[config.mk]
export PLATFORM = sky130hd
export DESIGN_NAME = stack_arbiter_ctrl_flat
export DESIGN_NICKNAME = d
export VERILOG_FILES = /design/src/rtl/stack_arbiter_ctrl_pkg.sv /design/src/rtl/stack_arbiter_ctrl_if.sv /design/src/rtl/stack_arbiter_ctrl_rr_arb2.sv /design/src/rtl/stack_arbiter_ctrl.sv /design/src/flat_wrapper.sv
export SDC_FILE = /design/constraint.sdc
export NUM_CORES = 1
export LEC_CHECK = 0
export ABC_AREA = 1
export CORE_MARGIN = 4
export CORE_UTILIZATION = 46
export DETAILED_ROUTE_END_ITERATION = 8
export PLACE_DENSITY_LB_ADDON = 0.2
export SKIP_LAST_GASP = 1
export SLEW_MARGIN = 20
export SYNTH_ARGS = -nofsm -noshare
export SYNTH_HDL_FRONTEND = slang
export SYNTH_HIERARCHICAL = 1
export SYNTH_SLANG_ARGS = --single-unit
[constraint.sdc]
create_clock -name clk -period 3.5 [get_ports clk]
set_input_delay 0.875 -clock clk [delete_from_list [all_inputs] [get_ports clk]]
set_output_delay 0.875 -clock clk [all_outputs]
set_load 0.01 [all_outputs]
[src/rtl/stack_arbiter_ctrl_pkg.sv]
// Shared types and constants for the two-requester stack controller.
package stack_pkg;

  localparam int unsigned AW_DEF    = 8;
  localparam int unsigned DEPTH_DEF = 1 << AW_DEF;
  localparam int unsigned DW_DEF    = 8;

  localparam logic OP_PUSH = 1'b0;
  localparam logic OP_POP  = 1'b1;

  typedef enum logic [1:0] {
    IDLE,
    XFER0,
    XFER1,
    RESP
  } state_t;

endpackage

[src/rtl/stack_arbiter_ctrl_if.sv]
// Requester handshakes, SRAM port and occupancy status of the stack controller.
interface stack_arbiter_ctrl_if #(
  parameter int unsigned AW = 8,
  parameter int unsigned DW = 8
);
  logic          req0, op0, wide0;
  logic [15:0]   wdata0;
  logic          done0, err0;
  logic [15:0]   rdata0;
  logic          req1, op1, wide1;
  logic [15:0]   wdata1;
  logic          done1, err1;
  logic [15:0]   rdata1;
  logic [AW-1:0] mem_addr;
  logic          mem_we;
  logic [DW-1:0] mem_wdata;
  logic [DW-1:0] mem_rdata;
  logic [AW:0]   count;
  logic          full, empty;

  modport slave (
    input  req0, op0, wide0, wdata0, req1, op1, wide1, wdata1, mem_rdata,
    output done0, err0, rdata0, done1, err1, rdata1,
           mem_addr, mem_we, mem_wdata, count, full, empty
  );

  modport master (
    output req0, op0, wide0, wdata0, req1, op1, wide1, wdata1, mem_rdata,
    input  done0, err0, rdata0, done1, err1, rdata1,
           mem_addr, mem_we, mem_wdata, count, full, empty
  );
endinterface

[src/rtl/stack_arbiter_ctrl_rr_arb2.sv]
// Two-input round-robin arbiter; on a tie the side opposite last_grant wins.
module rr_arb2 (
  input  logic       clk,
  input  logic       Reset,
  input  logic [1:0] req,
  input  logic       en,
  output logic [1:0] gnt
);
  logic last_grant;

  always_comb begin
    gnt = '0;
    unique case (req)
      2'b01:   gnt = 2'b01;
      2'b10:   gnt = 2'b10;
      2'b11:   gnt = last_grant ? 2'b01 : 2'b10;
      default: gnt = '0;
    endcase
  end

  always_ff @(posedge clk) begin
    if (Reset)
      last_grant <= 1'b1;
    else if (en && (|req))
      last_grant <= gnt[1];
  end
endmodule

[src/rtl/stack_arbiter_ctrl.sv]
// Shares one byte-wide SRAM stack between two requesters with 8/16-bit push/pop.
module stack_arbiter_ctrl
  import stack_pkg::*;
#(
  parameter int unsigned DEPTH = DEPTH_DEF,
  parameter int unsigned AW    = AW_DEF,
  parameter int unsigned DW    = DW_DEF
) (
  input  logic                 clk,
  input  logic                 Reset,
  stack_arbiter_ctrl_if.slave  bus
);
  state_t        state;
  logic [AW:0]   count_q;
  logic          cur, op_q, wide_q;
  logic [15:0]   wdata_q;
  logic [7:0]    hi_q;
  logic [1:0]    gnt;
  logic          sel_op, sel_wide, reject;
  logic [15:0]   sel_wdata;
  logic [AW+1:0] cnt_w, need_w;
  logic [AW-1:0] sp, sp_m1;
  logic          fire, fwho, ferr;
  logic [15:0]   fdata;

  rr_arb2 u_arb (
    .clk   (clk),
    .Reset (Reset),
    .req   ({bus.req1, bus.req0}),
    .en    (state == IDLE),
    .gnt   (gnt)
  );

  assign sel_op    = gnt[1] ? bus.op1    : bus.op0;
  assign sel_wide  = gnt[1] ? bus.wide1  : bus.wide0;
  assign sel_wdata = gnt[1] ? bus.wdata1 : bus.wdata0;

  assign cnt_w  = {1'b0, count_q};
  assign need_w = sel_wide ? (AW+2)'(2) : (AW+2)'(1);
  assign reject = (sel_op == OP_PUSH) ? (cnt_w + need_w > (AW+2)'(DEPTH))
                                      : (cnt_w < need_w);

  assign sp    = count_q[AW-1:0];
  assign sp_m1 = sp - 1'b1;

  // Both beats address through the live count, so a wide op walks sp naturally.
  assign bus.mem_addr  = (op_q == OP_POP) ? sp_m1 : sp;
  assign bus.mem_we    = ((state == XFER0) || (state == XFER1)) && (op_q == OP_PUSH) && !Reset;
  assign bus.mem_wdata = (state == XFER1) ? wdata_q[15:8] : wdata_q[7:0];

  assign bus.count = count_q;
  assign bus.full  = (count_q == (AW+1)'(DEPTH));
  assign bus.empty = (count_q == '0);

  always_comb begin
    fire  = 1'b0;
    fwho  = cur;
    ferr  = 1'b0;
    fdata = '0;
    unique case (state)
      IDLE: begin
        fwho = gnt[1];
        fire = (|gnt) && reject;
        ferr = 1'b1;
      end
      XFER0: begin
        fire = !wide_q;
        if (op_q == OP_POP) fdata = {8'h00, bus.mem_rdata[7:0]};
      end
      XFER1: begin
        fire = 1'b1;
        if (op_q == OP_POP) fdata = {hi_q, bus.mem_rdata[7:0]};
      end
      default: ;
    endcase
  end

  always_ff @(posedge clk) begin
    if (Reset) begin
      state      <= IDLE;
      count_q    <= '0;
      cur        <= 1'b0;
      op_q       <= OP_PUSH;
      wide_q     <= 1'b0;
      wdata_q    <= '0;
      hi_q       <= '0;
      bus.done0  <= 1'b0;
      bus.done1  <= 1'b0;
      bus.err0   <= 1'b0;
      bus.err1   <= 1'b0;
      bus.rdata0 <= '0;
      bus.rdata1 <= '0;
    end else begin
      bus.done0  <= fire && !fwho;
      bus.done1  <= fire && fwho;
      bus.err0   <= fire && !fwho && ferr;
      bus.err1   <= fire && fwho && ferr;
      bus.rdata0 <= (fire && !fwho) ? fdata : '0;
      bus.rdata1 <= (fire && fwho)  ? fdata : '0;
      unique case (state)
        IDLE: begin
          if (|gnt) begin
            cur     <= gnt[1];
            op_q    <= sel_op;
            wide_q  <= sel_wide;
            wdata_q <= sel_wdata;
            state   <= reject ? RESP : XFER0;
          end
        end
        XFER0: begin
          count_q <= (op_q == OP_PUSH) ? count_q + 1'b1 : count_q - 1'b1;
          if (op_q == OP_POP) hi_q <= bus.mem_rdata[7:0];
          state <= wide_q ? XFER1 : RESP;
        end
        XFER1: begin
          count_q <= (op_q == OP_PUSH) ? count_q + 1'b1 : count_q - 1'b1;
          state   <= RESP;
        end
        default: state <= IDLE;
      endcase
    end
  end
endmodule

[src/flat_wrapper.sv]
// flat-port wrapper written by rule: the top's interface ports become plain ports
module stack_arbiter_ctrl_flat import stack_pkg::*;
#(
  parameter int unsigned DEPTH = DEPTH_DEF,
  parameter int unsigned AW    = AW_DEF,
  parameter int unsigned DW    = DW_DEF
)
  (clk, Reset, bus_req0, bus_op0, bus_wide0, bus_wdata0, bus_req1, bus_op1, bus_wide1, bus_wdata1, bus_mem_rdata, bus_done0, bus_err0, bus_rdata0, bus_done1, bus_err1, bus_rdata1, bus_mem_addr, bus_mem_we, bus_mem_wdata, bus_count, bus_full, bus_empty);
  stack_arbiter_ctrl_if #(.AW(AW), .DW(DW)) bus_i ();
  input  logic clk;
  input  logic Reset;
  input wire logic [$bits(bus_i.req0)-1:0] bus_req0;
  input wire logic [$bits(bus_i.op0)-1:0] bus_op0;
  input wire logic [$bits(bus_i.wide0)-1:0] bus_wide0;
  input wire logic [$bits(bus_i.wdata0)-1:0] bus_wdata0;
  input wire logic [$bits(bus_i.req1)-1:0] bus_req1;
  input wire logic [$bits(bus_i.op1)-1:0] bus_op1;
  input wire logic [$bits(bus_i.wide1)-1:0] bus_wide1;
  input wire logic [$bits(bus_i.wdata1)-1:0] bus_wdata1;
  input wire logic [$bits(bus_i.mem_rdata)-1:0] bus_mem_rdata;
  output wire logic [$bits(bus_i.done0)-1:0] bus_done0;
  output wire logic [$bits(bus_i.err0)-1:0] bus_err0;
  output wire logic [$bits(bus_i.rdata0)-1:0] bus_rdata0;
  output wire logic [$bits(bus_i.done1)-1:0] bus_done1;
  output wire logic [$bits(bus_i.err1)-1:0] bus_err1;
  output wire logic [$bits(bus_i.rdata1)-1:0] bus_rdata1;
  output wire logic [$bits(bus_i.mem_addr)-1:0] bus_mem_addr;
  output wire logic [$bits(bus_i.mem_we)-1:0] bus_mem_we;
  output wire logic [$bits(bus_i.mem_wdata)-1:0] bus_mem_wdata;
  output wire logic [$bits(bus_i.count)-1:0] bus_count;
  output wire logic [$bits(bus_i.full)-1:0] bus_full;
  output wire logic [$bits(bus_i.empty)-1:0] bus_empty;
  assign bus_i.req0 = bus_req0;
  assign bus_i.op0 = bus_op0;
  assign bus_i.wide0 = bus_wide0;
  assign bus_i.wdata0 = bus_wdata0;
  assign bus_i.req1 = bus_req1;
  assign bus_i.op1 = bus_op1;
  assign bus_i.wide1 = bus_wide1;
  assign bus_i.wdata1 = bus_wdata1;
  assign bus_i.mem_rdata = bus_mem_rdata;
  assign bus_done0 = bus_i.done0;
  assign bus_err0 = bus_i.err0;
  assign bus_rdata0 = bus_i.rdata0;
  assign bus_done1 = bus_i.done1;
  assign bus_err1 = bus_i.err1;
  assign bus_rdata1 = bus_i.rdata1;
  assign bus_mem_addr = bus_i.mem_addr;
  assign bus_mem_we = bus_i.mem_we;
  assign bus_mem_wdata = bus_i.mem_wdata;
  assign bus_count = bus_i.count;
  assign bus_full = bus_i.full;
  assign bus_empty = bus_i.empty;
  stack_arbiter_ctrl #(.DEPTH(DEPTH), .AW(AW), .DW(DW)) u_core (.clk(clk), .Reset(Reset), .bus(bus_i));
endmodule
### Word-level counts from Yosys, hierarchy flattened

Cells that the tools add are included.

* register bits: 75
* memories kept: 0
* memory bits (writable): 0
* output and inout port bits: 64
* memory bits (read-only): 0
* latch bits: 0

* equal/unequal tests: 7
* order comparisons: 2
* shift operators: 0
* bitwise logic cells: 3
* $add $sub $neg: 4
* muxes and demuxes: 20
* divide/modulo/power cells: 0
* reduce and logical (&&, ||, !) cells: 21
* multiply operators: 0

Operators with widths (count)
* 16-bit 2-to-1 mux: 2
* 16-bit case mux with 2 select lines: 1
* 8-bit 2-to-1 mux: 3
* 2-bit case mux with 3 select lines: 2
* 9-bit by 10-bit adder with 10-bit output: 1
* 10-bit by 9-bit greater-than comparator with 1-bit output, second input constant: 1
* 9-bit by 10-bit < comparator with 1-bit output: 1
* 2-bit OR reduction: 5
* 9-bit by 1-bit adder with 9-bit output, second input constant: 1
* 9-bit equality test, second input constant: 1
* 9-bit zero test: 1
* 9-bit 2-to-1 mux: 1
* 9-bit by 1-bit subtractor with 9-bit output, second input constant: 1
* 1-bit logical AND: 8
* 2-bit 2-to-1 mux: 4
* 8-bit by 1-bit subtractor with 8-bit output, second input constant: 1
* 2-bit equality test, second input constant: 3
* 1-bit 2-to-1 mux: 6
* 2-bit by 1-bit equality test with 1-bit output, second input constant: 2
* 2-bit AND reduction: 2
* 1-bit zero test: 3
* 1-bit inverter: 3
* 1-bit case mux with 3 select lines: 1
* 2-bit zero test: 1
* other kinds (2): 2

### Logic depth before layout (Yosys ltp)

Gate-level depths: netlist (run 1).

* depth after elaboration: 12
* depth in mapped cells: 20

### Modules after synthesis

The synthesis (run 1) kept the hierarchy.

By module, submodules not included
* stack_arbiter_ctrl: cells an instance 456, times used 1, sequential area each 1481.4 µm², area each 3420.8 µm²
* rr_arb2: cells an instance 10, times used 1, sequential area each 20.0 µm², area each 65.1 µm²

### Least setup slack after synthesis (run 1)

No wires, ideal clock.

* path kind: input port to flip-flop
* from: in bus_req0
* to: reg u_core.bus.rdata0[11]
* cell stages on the path: 17
* path slack: 0.233 ns
* setup time: 0.114 ns
* arrival time: 3.154 ns
* buffers on the path: 2
* cell sequence: nand2_1 and2_4 buf_2 o21ai_0 ha_1 fa_1 nor2_1 nand3_1 nand2_1 nand3_1 nand2_1 nand3_2 nand3_2 nand2_4 nand3_4 buf_6 nor2_1

* word-level cells in the longest chain between the ends: 12

RTL lines
* start, declared: RTL line flat_wrapper.sv:12 `input wire logic [$bits(bus_i.req0)-1:0] bus_req0;`
* 2-bit equality test or 2-bit by 1-bit equality test with 1-bit output (tied branches): RTL line stack_arbiter_ctrl_rr_arb2.sv:13 `unique case (req)`
* 2-bit case mux with 3 select lines *: RTL line stack_arbiter_ctrl_rr_arb2.sv:13
* named net u_core.gnt[1]: RTL line stack_arbiter_ctrl.sv:18 `logic [1:0] gnt;`
* 1-bit 2-to-1 mux: RTL line stack_arbiter_ctrl.sv:35 `assign sel_wide = gnt[1] ? bus.wide1 : bus.wide0;`
* 2-bit 2-to-1 mux: RTL line stack_arbiter_ctrl.sv:39 `assign need_w = sel_wide ? (AW+2)'(2) : (AW+2)'(1);`
* 9-bit by 10-bit adder with 10-bit output: RTL line stack_arbiter_ctrl.sv:40 `assign reject = (sel_op == OP_PUSH) ? (cnt_w + need_w > (AW+2)'(DEPTH))`
* 10-bit by 9-bit greater-than comparator with 1-bit output: RTL line stack_arbiter_ctrl.sv:40
* 1-bit 2-to-1 mux: RTL line stack_arbiter_ctrl.sv:40
* 1-bit logical AND: RTL line stack_arbiter_ctrl.sv:63 `fire = (|gnt) && reject;`
* 1-bit case mux with 3 select lines: RTL line stack_arbiter_ctrl.sv:60 `unique case (state)`
* 1-bit logical AND *: RTL line stack_arbiter_ctrl.sv:98 `bus.rdata0 <= (fire && !fwho) ? fdata : '0;`
* 1-bit inverter (no line) *
* 2-bit OR reduction (no line) *
* end signal, assigned: RTL line stack_arbiter_ctrl.sv:98
* end, declared: RTL line stack_arbiter_ctrl_if.sv:23 `output done0, err0, rdata0, done1, err1, rdata1,`

The timed path passes the listed nets; every way through them passes the cells marked *.
A chain may end at the register's enable or synchronous reset.

### Worst setup path in the final report (run 1)

* from: in bus_req0
* to: reg u_core.bus.rdata0[3]

Same word-level chain as after synthesis.

==> key figures, run 1 <==
Finish
  – # diodes: 0
  – Nets: between 600 and 700
  – Share of cells above drive strength 1: about a tenth
  – Layout area overhead: 43.68%
  – Final core utilization: between 60% and 70%

STA
  – F_max: approximately 300 MHz
  – Max-slew headroom: between 40% and 50%
  – Max-slew violations: 0
  – Setup slack after layout: 0.1789 ns
  – Final Hold Fails: 0
  – Fin crit period: approximately 3.3 ns
  – Final Skew: around 0.0064 ns
  – Final cycle utilization of the critical path: a little over nine tenths
  – Final Setup Violations: 0
  – Worst-Margin Slew: roughly 0.78 ns

Clock tree
  – Number of post-CTS setup repair buffers: 0
  – Cts hold-fix bufs: 0
  – Maximum clock path buffer count: 2
  – Worst skew pair latency: ~0.35 ns
  – CTS resizes: 0
  – Clk slew on worst S/H paths: approximately 0.08 ns
  – Number of CTS-inserted buffers: 9
  – CTS tree: done
  – Root buf cell: clkbuf_8
  – CTS Sinks: 75
  – Htree depth: 3

Route
  – DR vias: between 3,000 and 4,000
  – Post-route antenna net violation count: 0
  – Drt via density: 5.099
  – DRC viols: 0
  – DR iter-0 viols: between 150 and 200
  – WL per Instance: roughly 14 um
  – Drt pass-1 iters: 6
  – Total wire length: ~9500 um

Worst setup path
  – CP Class: in2reg
  – Setup slack on the worst flop-to-flop path: ~0.84 ns
  – Crit path required time: around 3.8 ns
  – Worst R2R Start: u_core/u_arb/last_grant
  – Endpoint type of the worst setup path: register
  – Worst setup path startpoint: bus_req0
  – Startpoint types: input pin
  – Arr. time, crit path: roughly 3.6 ns
  – Critical Path Fanout Max: 9

Synth
  – Syn nets: 532
  – Mapped Cells: ~470
  – Mean Syn Cell Area: between 7 and 8 um^2
  – Sequential area share after synthesis: about 43%
  – Mux cell area share after synthesis: 0%
  – Compound-Gate Fraction of Synth Area: roughly 13%
  – Synth Area in Simple Gates: approximately 27%
  – Syn Std Cell Area: between 0.003 and 0.004 mm^2
  – Async SR Flop Fraction: 0%
  – Number of flops mapped to enable cells by yosys: 0
  – Count of unique library cells instantiated by Yosys: 32
  – Post-Synth XOR/XNOR Area: under 10%
  – Dominant cell type by area after synthesis: dfxtp_1
  – Yosys top cell area share: a little over two fifths
  – Main combinational cell family by area after synthesis: simple AND/OR/NAND/NOR gates
  – Yosys warning count: 6
  – Top FF cell, synth: dfxtp_1
  – Synth area leaders: dfxtp_1, nand2_1, ha_1, nor2_1, nand3_1
  – Adder-Cell Fraction of Synth Area: under 10%
  – Yosys reg bits: 75

GRT
  – Vias in the first global route: about 3,400
  – GRT Residual Overflow: 0
  – Global-route wire length before repair: about 15,000 um
  – Antenna violations before repair: 0
  – Gr usage total: 21.51%
  – Largest net degree at the start of global routing: 35

Power
  – Static Leakage: about 0.0021 uW
  – Total power: 3749 uW
  – Power Density: roughly 750 mW/mm^2
  – VDD IR-drop max: 0.0004487 V

Place
  – # port buffers: roughly 110
  – GP Congestion: 0.9139
  – DPL Wire Length: 6765 um
  – Place WS: -0.2888 ns

Floorplanning
  – # rows: 31
  – Core ar.: roughly 0.0073 mm^2
  – DIE AREA: approximately 0.0090 mm^2
  – I/O Pins: between 100 and 150
  – Die Width: between 90 and 100 um
  – Die extent in y: between 90 and 100 um
  – Starting density of the core: between 40% and 50%

Job
  – Maximum capacitance violations: 0

Status
  – Status: finished, final reports clean

Hold path
  – Hold_sp: u_core/hi_q[4]
  – Min-Delay Path Class: reg2reg
==> path summary, 6_finish.rpt <==
kind | to | cells after the start
max | u_core/bus.rdata0[3] | 18
max reg2reg | u_core/bus.rdata0[3] | 17
min | u_core/hi_q[4] | 2
min reg2reg | u_core/hi_q[4] | 2
==> through the flow <==
step / hold WS [ns] / instances / area, um^2 / TNS [ns]
after floorplan: 0.4287 / 466 / 3486 / 0
after global placement: 0.4429 / 670 / 4727 / -5.948
after detailed placement: 0.4591 / 670 / 4727 / -9.438
after CTS: 0.4706 / 686 / 4967 / 0
after global routing: 0.5024 / 688 / 5009 / -0.04311
final: 0.4724 / 688 / 5009 / 0
==> flip-flops by register name, indices dropped and copies added, names as in the netlist, 2 cells and up <==
name,count
u_core/bus.rdata0,16
u_core/state,2
u_core/bus.rdata1,16
u_core/bus.count,9
u_core/hi_q,8
u_core/wdata_q,16
==> metal layers <==
metal	vias up	wire, um	track usage [%]
li1	1755	-	-
met1	1612	4032	26.48
met2	121	4690	36.23
met3	20	578	4.499
met4	0	215	9.495
met5	-	0	0
==> cells by family after synthesis <==
| group | count (synthesis) |
|---|---|
| simple gates | 216 |
| flops | 75 |
| compound gates | 83 |
| xor+xnor | 12 |
| fa+ha+maj | 18 |
| buf+inv | 62 |
==> worst max-delay path: stages <==
cell             delay [ns]
clkdlybuf4s50_1        0.43
nand2_1                0.10
and2_4                 0.17
inv_2                  0.04
or2_2                  0.27
o21ai_2                0.10
ha_2                   0.22
fa_1                   0.40
nor2_1                 0.14
nand3_1                0.08
nand2_1                0.07
nand3_1                0.07
nand2_1                0.07
nand3_2                0.08
nand3_2                0.10
nand2_4                0.11
nand3_4                0.17
nor2_1                 0.06
==> cell usage in the layout, fill, tap and decap left out, drive strengths merged, types with 10 or more instances in the layout <==
cell,n
nand3,36
nor2,57
dfxtp,75
clkbuf,10
xor2,11
inv,44
a21oi,27
buf,12
o21ai,38
clkdlybuf4s50,111
nand2,114
ha,16
a31oi,16
==> cell usage after synthesis (all sizes together), types with 2 or more instances <==
| cell type | number |
|---|---|
| nand2 | 114 |
| a21oi | 27 |
| clkbuf | 14 |
| inv | 43 |
| fa | 2 |
| o21ai | 38 |
| dfxtp | 75 |
| xor2 | 11 |
| or2 | 2 |
| nand4 | 2 |
| nor3 | 5 |
| ha | 16 |
| nor2 | 57 |
| buf | 4 |
| nand3 | 34 |
| a31oi | 16 |
==> cell type report <==
class | count | area [um^2]
Inverter | 44 | 165.2
Clock buffer | 10 | 127.6
Tap cell | 99 | 123.9
Multi-Input combinational cell | 331 | 1777
Fill cell | 657 | 2283
Sequential cell | 75 | 1501
Timing Repair Buffer | 123 | 1201
Clock inverter | 6 | 112.6
==> power by group <==
group          leakage [uW]  internal [uW]  switching, uW
Combinational       0.00136            750           1020
Clock              0.000121            476            330
Sequential         0.000612           1020            150
(Power assumes the default switching activity.)
==> run 2: changes to the inputs <==
- CORE_MARGIN: 4 -> unset
==> key figures, run 2 (synthesis results as in run 1) <==
Status
  – Status: finished, final reports clean (unchanged)

Worst setup path
  – Max incr delay on CP: 0.46 ns (was 0.43 ns)
  – R2r endpoint: u_core/bus.rdata1[10] (was u_core/bus.rdata0[3])
  – CP Capture Point: u_core/bus.rdata1[10] (was u_core/bus.rdata0[3])
  – Slowest cell on the critical path: fa_1 (was clkdlybuf4s50_1)
  – Crit path required time: 3.74 ns (was 3.75 ns)
  – Setup slack on the worst flop-to-flop path: 0.78 ns (was 0.84 ns)
  – Endpoint type of the worst setup path: register (unchanged)
  – Cell mode on critical path: nand2_1 (unchanged)
  – Startpoint types: input pin (unchanged)
  – Worst setup path startpoint: bus_req0 (unchanged)
  – Worst R2R Start: u_core/u_arb/last_grant (unchanged)
  – R2R cell count: 17 (unchanged)
  – CP cell instances: clkdlybuf4s50_1 -> nand2_1 -> and2_4 -> inv_2 -> or2_2 -> o21ai_4 -> ha_4 -> fa_1 -> nor2_2 -> nand3_1 -> nand2_1 -> nand3_1 -> nand2_1 -> nand3_2 -> nand3_4 -> nand2_8 -> nand3_2 -> nor2_1 (was clkdlybuf4s50_1 -> nand2_1 -> and2_4 -> inv_2 -> or2_2 -> o21ai_2 -> ha_2 -> fa_1 -> nor2_1 -> nand3_1 -> nand2_1 -> nand3_1 -> nand2_1 -> nand3_2 -> nand3_2 -> nand2_4 -> nand3_4 -> nor2_1)
  – Critical Path Fanout Max: 8 (was 9)
  – CP Class: in2reg (unchanged)
  – Arr. time, crit path: 3.62 ns (was 3.57 ns)

Floorplanning
  – DIE AREA: 0.007930 mm^2 (was 0.009035 mm^2)
  – Starting density of the core: 47.80% (unchanged)
  – Die extent in y: 89.05 um (was 95.05 um)
  – Core ar.: 0.007292 mm^2 (unchanged)
  – # rows: 31 (unchanged)
  – Die Width: 89.05 um (was 95.05 um)
  – I/O Pins: 112 (unchanged)

Finish
  – Share of cells above drive strength 1: 10.98% (was 10.19%)
  – Commonest non-fill, non-tap cell in the layout: nand2_1 (unchanged)
  – Layout area overhead: 45.84% (was 43.68%)
  – # diodes: 0 (unchanged)
  – Post-Layout Inst Area: 0.005084 mm^2 (was 0.005009 mm^2)
  – Top Registers: u_core/bus.rdata0: 16 flops, u_core/bus.rdata1: 16 flops, u_core/wdata_q: 16 flops (unchanged)
  – Post-route insts no fill: 691 (was 688)
  – Nets: 654 (was 650)
  – Commonest cells after routing, fill and taps aside: nand2_1, clkdlybuf4s50_1, dfxtp_1, nor2_1, inv_1 (unchanged)

Power
  – Combinational share of power: 49.6% (was 47.3%)
  – Sw frac: 41.96% (was 40.09%)
  – Static Leakage: 0.002101 uW (was 0.002094 uW)
  – Power Density: 743.8 mW/mm^2 (was 748.5 mW/mm^2)
  – Psw: 1587 uW (was 1503 uW)
  – Total power: 3781 uW (was 3749 uW)
  – Register share of total power: 31.2% (about the same)
  – Internal power: 2194 uW (was 2246 uW)
  – VDD IR-drop max: 0.0004233 V (was 0.0004487 V)
  – Clk network pwr share: 19.2% (was 21.5%)

STA
  – Final cycle utilization of the critical path: 96.72% (was 94.89%)
  – Fin crit period: 3.385 ns (was 3.321 ns)
  – Max-slew headroom: 8.905% (was 47.81%)
  – Final Setup Violations: 0 (unchanged)
  – Worst-Margin Slew: 1.361 ns (was 0.7800 ns)
  – Final Skew: 0.008110 ns (was 0.006376 ns)
  – Final Hold Fails: 0 (unchanged)
  – F_max: 295.4 MHz (was 301.1 MHz)
  – Max-slew violations: 0 (unchanged)

Route
  – Total wire length: 9674 um (was 9516 um)
  – WL per Instance: 14.00 um (was 13.83 um)
  – DRC viols: 0 (unchanged)
  – Drt pass-1 iters: 5 (was 6)
  – DR iter-0 viols: 205 (was 168)
  – Post-route antenna net violation count: 0 (unchanged)
  – Drt via density: 5.233 (was 5.099)
  – DR vias: 3,616 (was 3,508)

Hold path
  – Min-Delay Path Class: reg2reg (unchanged)

GRT
  – Global-route wire length before repair: 14,430 um (was 15,300 um)
  – GRT Residual Overflow: 0 (unchanged)
  – Gr usage total: 23.89% (was 21.51%)
  – Largest net degree at the start of global routing: 35 (unchanged)
  – Antenna violations before repair: 0 (unchanged)
  – Vias in the first global route: 3,172 (was 3,350)

Clock tree
  – CTS Sinks: 75 (unchanged)
  – Clk slew on worst S/H paths: 0.08 ns (about the same)
  – CTS tree: done (unchanged)
  – Worst skew pair latency: 0.34 ns (was 0.35 ns)
  – Root buf cell: clkbuf_8 (unchanged)
  – Cts hold-fix bufs: 0 (unchanged)
  – Number of CTS-inserted buffers: 9 (unchanged)
  – Maximum clock path buffer count: 2 (unchanged)
  – Htree depth: 3 (unchanged)

Place
  – # port buffers: 111 (unchanged)
  – GP Congestion: 0.8898 (was 0.9139)
  – Placed insts: 669 (was 670)
  – Area of placed instances: 0.004720 mm^2 (was 0.004727 mm^2)
  – DPL Wire Length: 6522 um (was 6765 um)

Job
  – Maximum capacitance violations: 0 (unchanged)
run 2: repair_timing:
item,4_1_cts,5_1_grt
gates resized for setup,0,14
endpoints found under the setup margin,33,37
cloned,1,5
buffers inserted,0,1
pin swaps,0,4
run 2: area by class of cell:
class | instances | area, um^2
clock buffer | 9 | 123.9
sequential | 75 | 1501
timing repair buffer | 123 | 1204
tap | 99 | 123.9
fill | 616 | 2208
clock inverter | 6 | 90.09
inverter | 44 | 165.2
multi-input combinational | 335 | 1876
run 2: layer usage:
metal  up-vias  wire length [um]  global-route usage (%)
met1      1662              3993                   29.39
met3        24               624                   5.078
met2       155              4803                   41.68
met4         0               253                   8.081
met5         -                 0                       0
li1       1775                 -                       -
run 2: worst max-delay path: cells and delay by family:
family,cells,cell delay [ns]
AND/OR/NAND/NOR,13,1.53
AO/OA/AOI/OAI,1,0.10
adder cells (fa/ha/maj),2,0.64
buffers and inverters,2,0.45
run 2: worst min-delay path by stage:
stage	start	end	slack (ns)	cells past startpoint
2_1_floorplan	u_core/u_arb/last_grant	u_core/u_arb/last_grant	0.43	2
3_3_place_gp	u_core/u_arb/last_grant	u_core/u_arb/last_grant	0.44	2
3_5_place_dp	u_core/hi_q[4]	u_core/hi_q[4]	0.46	2
4_1_cts	u_core/hi_q[4]	u_core/hi_q[4]	0.47	2
5_1_grt	u_core/hi_q[3]	u_core/hi_q[3]	0.50	2
6_report	u_core/hi_q[3]	u_core/hi_q[3]	0.47	2
run 2: power by group through the flow:
stage / registers [uW] / logic [uW] / clock network (uW)
after floorplan: 1170 / 1060 / 0
after global placement: 1190 / 1640 / 0
after detailed placement: 1190 / 1690 / 0
after CTS: 1180 / 1720 / 736
after global routing: 1200 / 2060 / 780
final: 1180 / 1880 / 727
run 2: per-stage QoR:
stage | setup TNS, ns | worst slack, ns | utilization (%) | hold WS [ns]
finish | 0 | 0.1148 | 69.72 | 0.4733
CTS | -0.9255 | -0.05057 | 67.79 | 0.4718
global route | -0.5282 | -0.05241 | 69.72 | 0.4989
detailed placement | -13.86 | -0.4069 | 64.72 | 0.4597
floorplan | 0 | 0.2328 | - | 0.4287
global placement | -7.018 | -0.2031 | 64.72 | 0.4405
==> run 3: changes to the inputs <==
- CORE_UTILIZATION: 46 -> 60
- DONT_BUFFER_PORTS: unset -> 1
==> key figures, run 3 (synthesis results as in run 1) <==
Status
  – Status: finished, final reports clean (unchanged)

Finish
  – Commonest non-fill, non-tap cell in the layout: nand2_1 (unchanged)
  – Top Registers: u_core/bus.rdata0: 16 flops, u_core/bus.rdata1: 16 flops, u_core/wdata_q: 16 flops (unchanged)
  – Nets: 527 (was 654)
  – Share of cells above drive strength 1: 10.09% (was 10.98%)
  – # diodes: 0 (unchanged)
  – Commonest cells after routing, fill and taps aside: nand2_1, dfxtp_1, nor2_1, inv_1, nand3_1 (was nand2_1, clkdlybuf4s50_1, dfxtp_1, nor2_1, inv_1)
  – Layout area overhead: 6.999% (was 45.84%)
  – Post-Layout Inst Area: 0.003730 mm^2 (was 0.005084 mm^2)

Power
  – Psw: 1393 uW (was 1587 uW)
  – Internal power: 1819 uW (was 2194 uW)
  – Register share of total power: 37.9% (was 31.2%)
  – Sw frac: 43.36% (was 41.96%)
  – Clk network pwr share: 23.2% (was 19.2%)
  – Combinational share of power: 38.9% (was 49.6%)
  – Power Density: 861.0 mW/mm^2 (was 743.8 mW/mm^2)
  – Static Leakage: 0.001624 uW (was 0.002101 uW)
  – VDD IR-drop max: 0.0004658 V (was 0.0004233 V)

STA
  – RSZ-0062 raised after global routing: false
  – Fin Setup TNS: 0 ns (unchanged)
  – Final Skew: 0.004843 ns (was 0.008110 ns)
  – Worst-Margin Slew: 0.7167 ns (was 1.361 ns)
  – Fin crit period: 3.140 ns (was 3.385 ns)
  – Max-slew headroom: 52.22% (was 8.905%)
  – Max-slew violations: 0 (unchanged)
  – Final cycle utilization of the critical path: 89.73% (was 96.72%)
  – Final Setup Violations: 0 (unchanged)
  – F_max: 318.4 MHz (was 295.4 MHz)
  – Final Hold Fails: 0 (unchanged)

Route
  – WL per Instance: 15.06 um (was 14.00 um)
  – DR vias: 3,014 (was 3,616)
  – Drt pass-1 iters: 5 (unchanged)
  – Post-route antenna net violation count: 0 (unchanged)
  – DR iter-0 viols: 136 (was 205)
  – Drt via density: 5.602 (was 5.233)
  – DRC viols: 0 (unchanged)
  – Total wire length: 8101 um (was 9674 um)

GRT
  – GRT Residual Overflow: 0 (unchanged)
  – Antenna violations before repair: 0 (unchanged)
  – Global-route wire length before repair: 13,090 um (was 14,430 um)
  – Gr usage total: 27.19% (was 23.89%)
  – Largest net degree at the start of global routing: 36 (was 35)
  – Vias in the first global route: 2,765 (was 3,172)

Clock tree
  – Number of post-CTS setup repair buffers: 0 (unchanged)
  – Htree depth: 3 (unchanged)
  – CTS tree: done (unchanged)
  – Number of CTS-inserted buffers: 9 (unchanged)
  – CTS resizes: 0 (unchanged)
  – Root buf cell: clkbuf_8 (unchanged)
  – CTS Sinks: 75 (unchanged)
  – Worst skew pair latency: 0.35 ns (was 0.34 ns)
  – Clk slew on worst S/H paths: 0.08 ns (about the same)
  – Cts hold-fix bufs: 0 (unchanged)
  – Maximum clock path buffer count: 2 (unchanged)

Hold path
  – Min-Delay Path Class: reg2reg (unchanged)

Floorplanning
  – Starting density of the core: 62.92% (was 47.80%)
  – I/O Pins: 112 (unchanged)
  – Core ar.: 0.005540 mm^2 (was 0.007292 mm^2)
  – Die Width: 78.22 um (was 89.05 um)
  – Die extent in y: 78.22 um (was 89.05 um)
  – # rows: 27 (was 31)
  – DIE AREA: 0.006118 mm^2 (was 0.007930 mm^2)

Place
  – DPL Wire Length: 5679 um (was 6522 um)
  – Area of placed instances: 0.003507 mm^2 (was 0.004720 mm^2)
  – # port buffers: 0 (was 111)
  – GP Congestion: 0.8885 (was 0.8898)

Worst setup path
  – Crit path required time: 3.73 ns (was 3.74 ns)
  – Arr. time, crit path: 3.37 ns (was 3.62 ns)
  – CP Class: in2reg (unchanged)
  – Startpoint types: input pin (unchanged)
  – Critical Path Fanout Max: 18 (was 8)
  – Endpoint type of the worst setup path: register (unchanged)

Job
  – Maximum capacitance violations: 0 (unchanged)
-- run 3: cell types whose count changed in the layout (fill, tap and decap cells not counted) --
cell / previous run / this run
ha_1: 15 / 16
buf_4: 12 / 2
nand2_4: 0 / 1
inv_6: 1 / 2
nor2_2: 11 / 10
nand3_4: 8 / 2
o21ai_0: 16 / 17
dlymetal6s2s_1: 1 / 0
o21ai_4: 1 / 0
clkdlybuf4s50_1: 110 / 0
nor2_1: 46 / 47
ha_4: 1 / 0
nand2_8: 1 / 0
-- run 3: worst paths after layout --
check                                              from              endpoint  cells past startpoint  slack, ns
worst max-delay path                           bus_req0  u_core/bus.rdata1[7]                     17       0.36
worst min-delay path                     u_core/hi_q[1]        u_core/hi_q[1]                      2       0.47
worst max register to register  u_core/u_arb/last_grant  u_core/bus.rdata1[7]                     17       0.56
worst min register to register           u_core/hi_q[1]        u_core/hi_q[1]                      2       0.47
-- run 3: layout make-up --
type | count | area [um^2]
Fill cell | 512 | 1810
Multi-Input combinational cell | 329 | 1735
Sequential cell | 75 | 1501
Inverter | 44 | 165.2
Clock buffer | 9 | 123.9
Clock inverter | 7 | 98.84
Tap cell | 72 | 90.09
Timing Repair Buffer | 2 | 15.01
-- run 3: critical path, stage by stage --
cell and delay (ns):
nand2_1 0.06, and2_4 0.18, inv_2 0.04, or2_2 0.27
o21ai_0 0.23, ha_1 0.30, fa_1 0.42, nor2_1 0.15
nand3_1 0.09, nand2_1 0.07, nand3_1 0.06, nand2_1 0.07
nand3_2 0.08, nand3_2 0.09, nand2_4 0.08, nand3_4 0.21
nor2_1 0.09
-- run 3: layer usage --
metal	GRT usage [%]	share of wire, %
met3	7.093	6.9
met1	32.70	42
met2	45.53	49
met5	0	0
met4	12.04	2.0
-- run 3: through the flow --
| stage | util (%) | total power [uW] | setup WS, ns | std cells | hold slack, ns |
|---|---|---|---|---|---|
| 2_1_floorplan | - | 2230 | 0.2328 | 466 | 0.4287 |
| 3_3_place_gp | 63.30 | 2431 | 0.1811 | 522 | 0.4401 |
| 3_5_place_dp | 63.30 | 2471 | 0.01548 | 522 | 0.4538 |
| 4_1_cts | 67.32 | 3215 | 0.3694 | 538 | 0.4691 |
| 5_1_grt | 67.32 | 3459 | 0.09899 | 538 | 0.5025 |
| 6_report | 67.32 | 3211 | 0.3595 | 538 | 0.4681 |
-- run 3: power groups by stage --
stage	clock (uW)	sequential, uW	combinational (uW)
global placement	0	1230	1200
finish	745	1220	1250
global route	801	1240	1410
floorplan	0	1170	1060
CTS	754	1220	1250
detailed placement	0	1230	1240
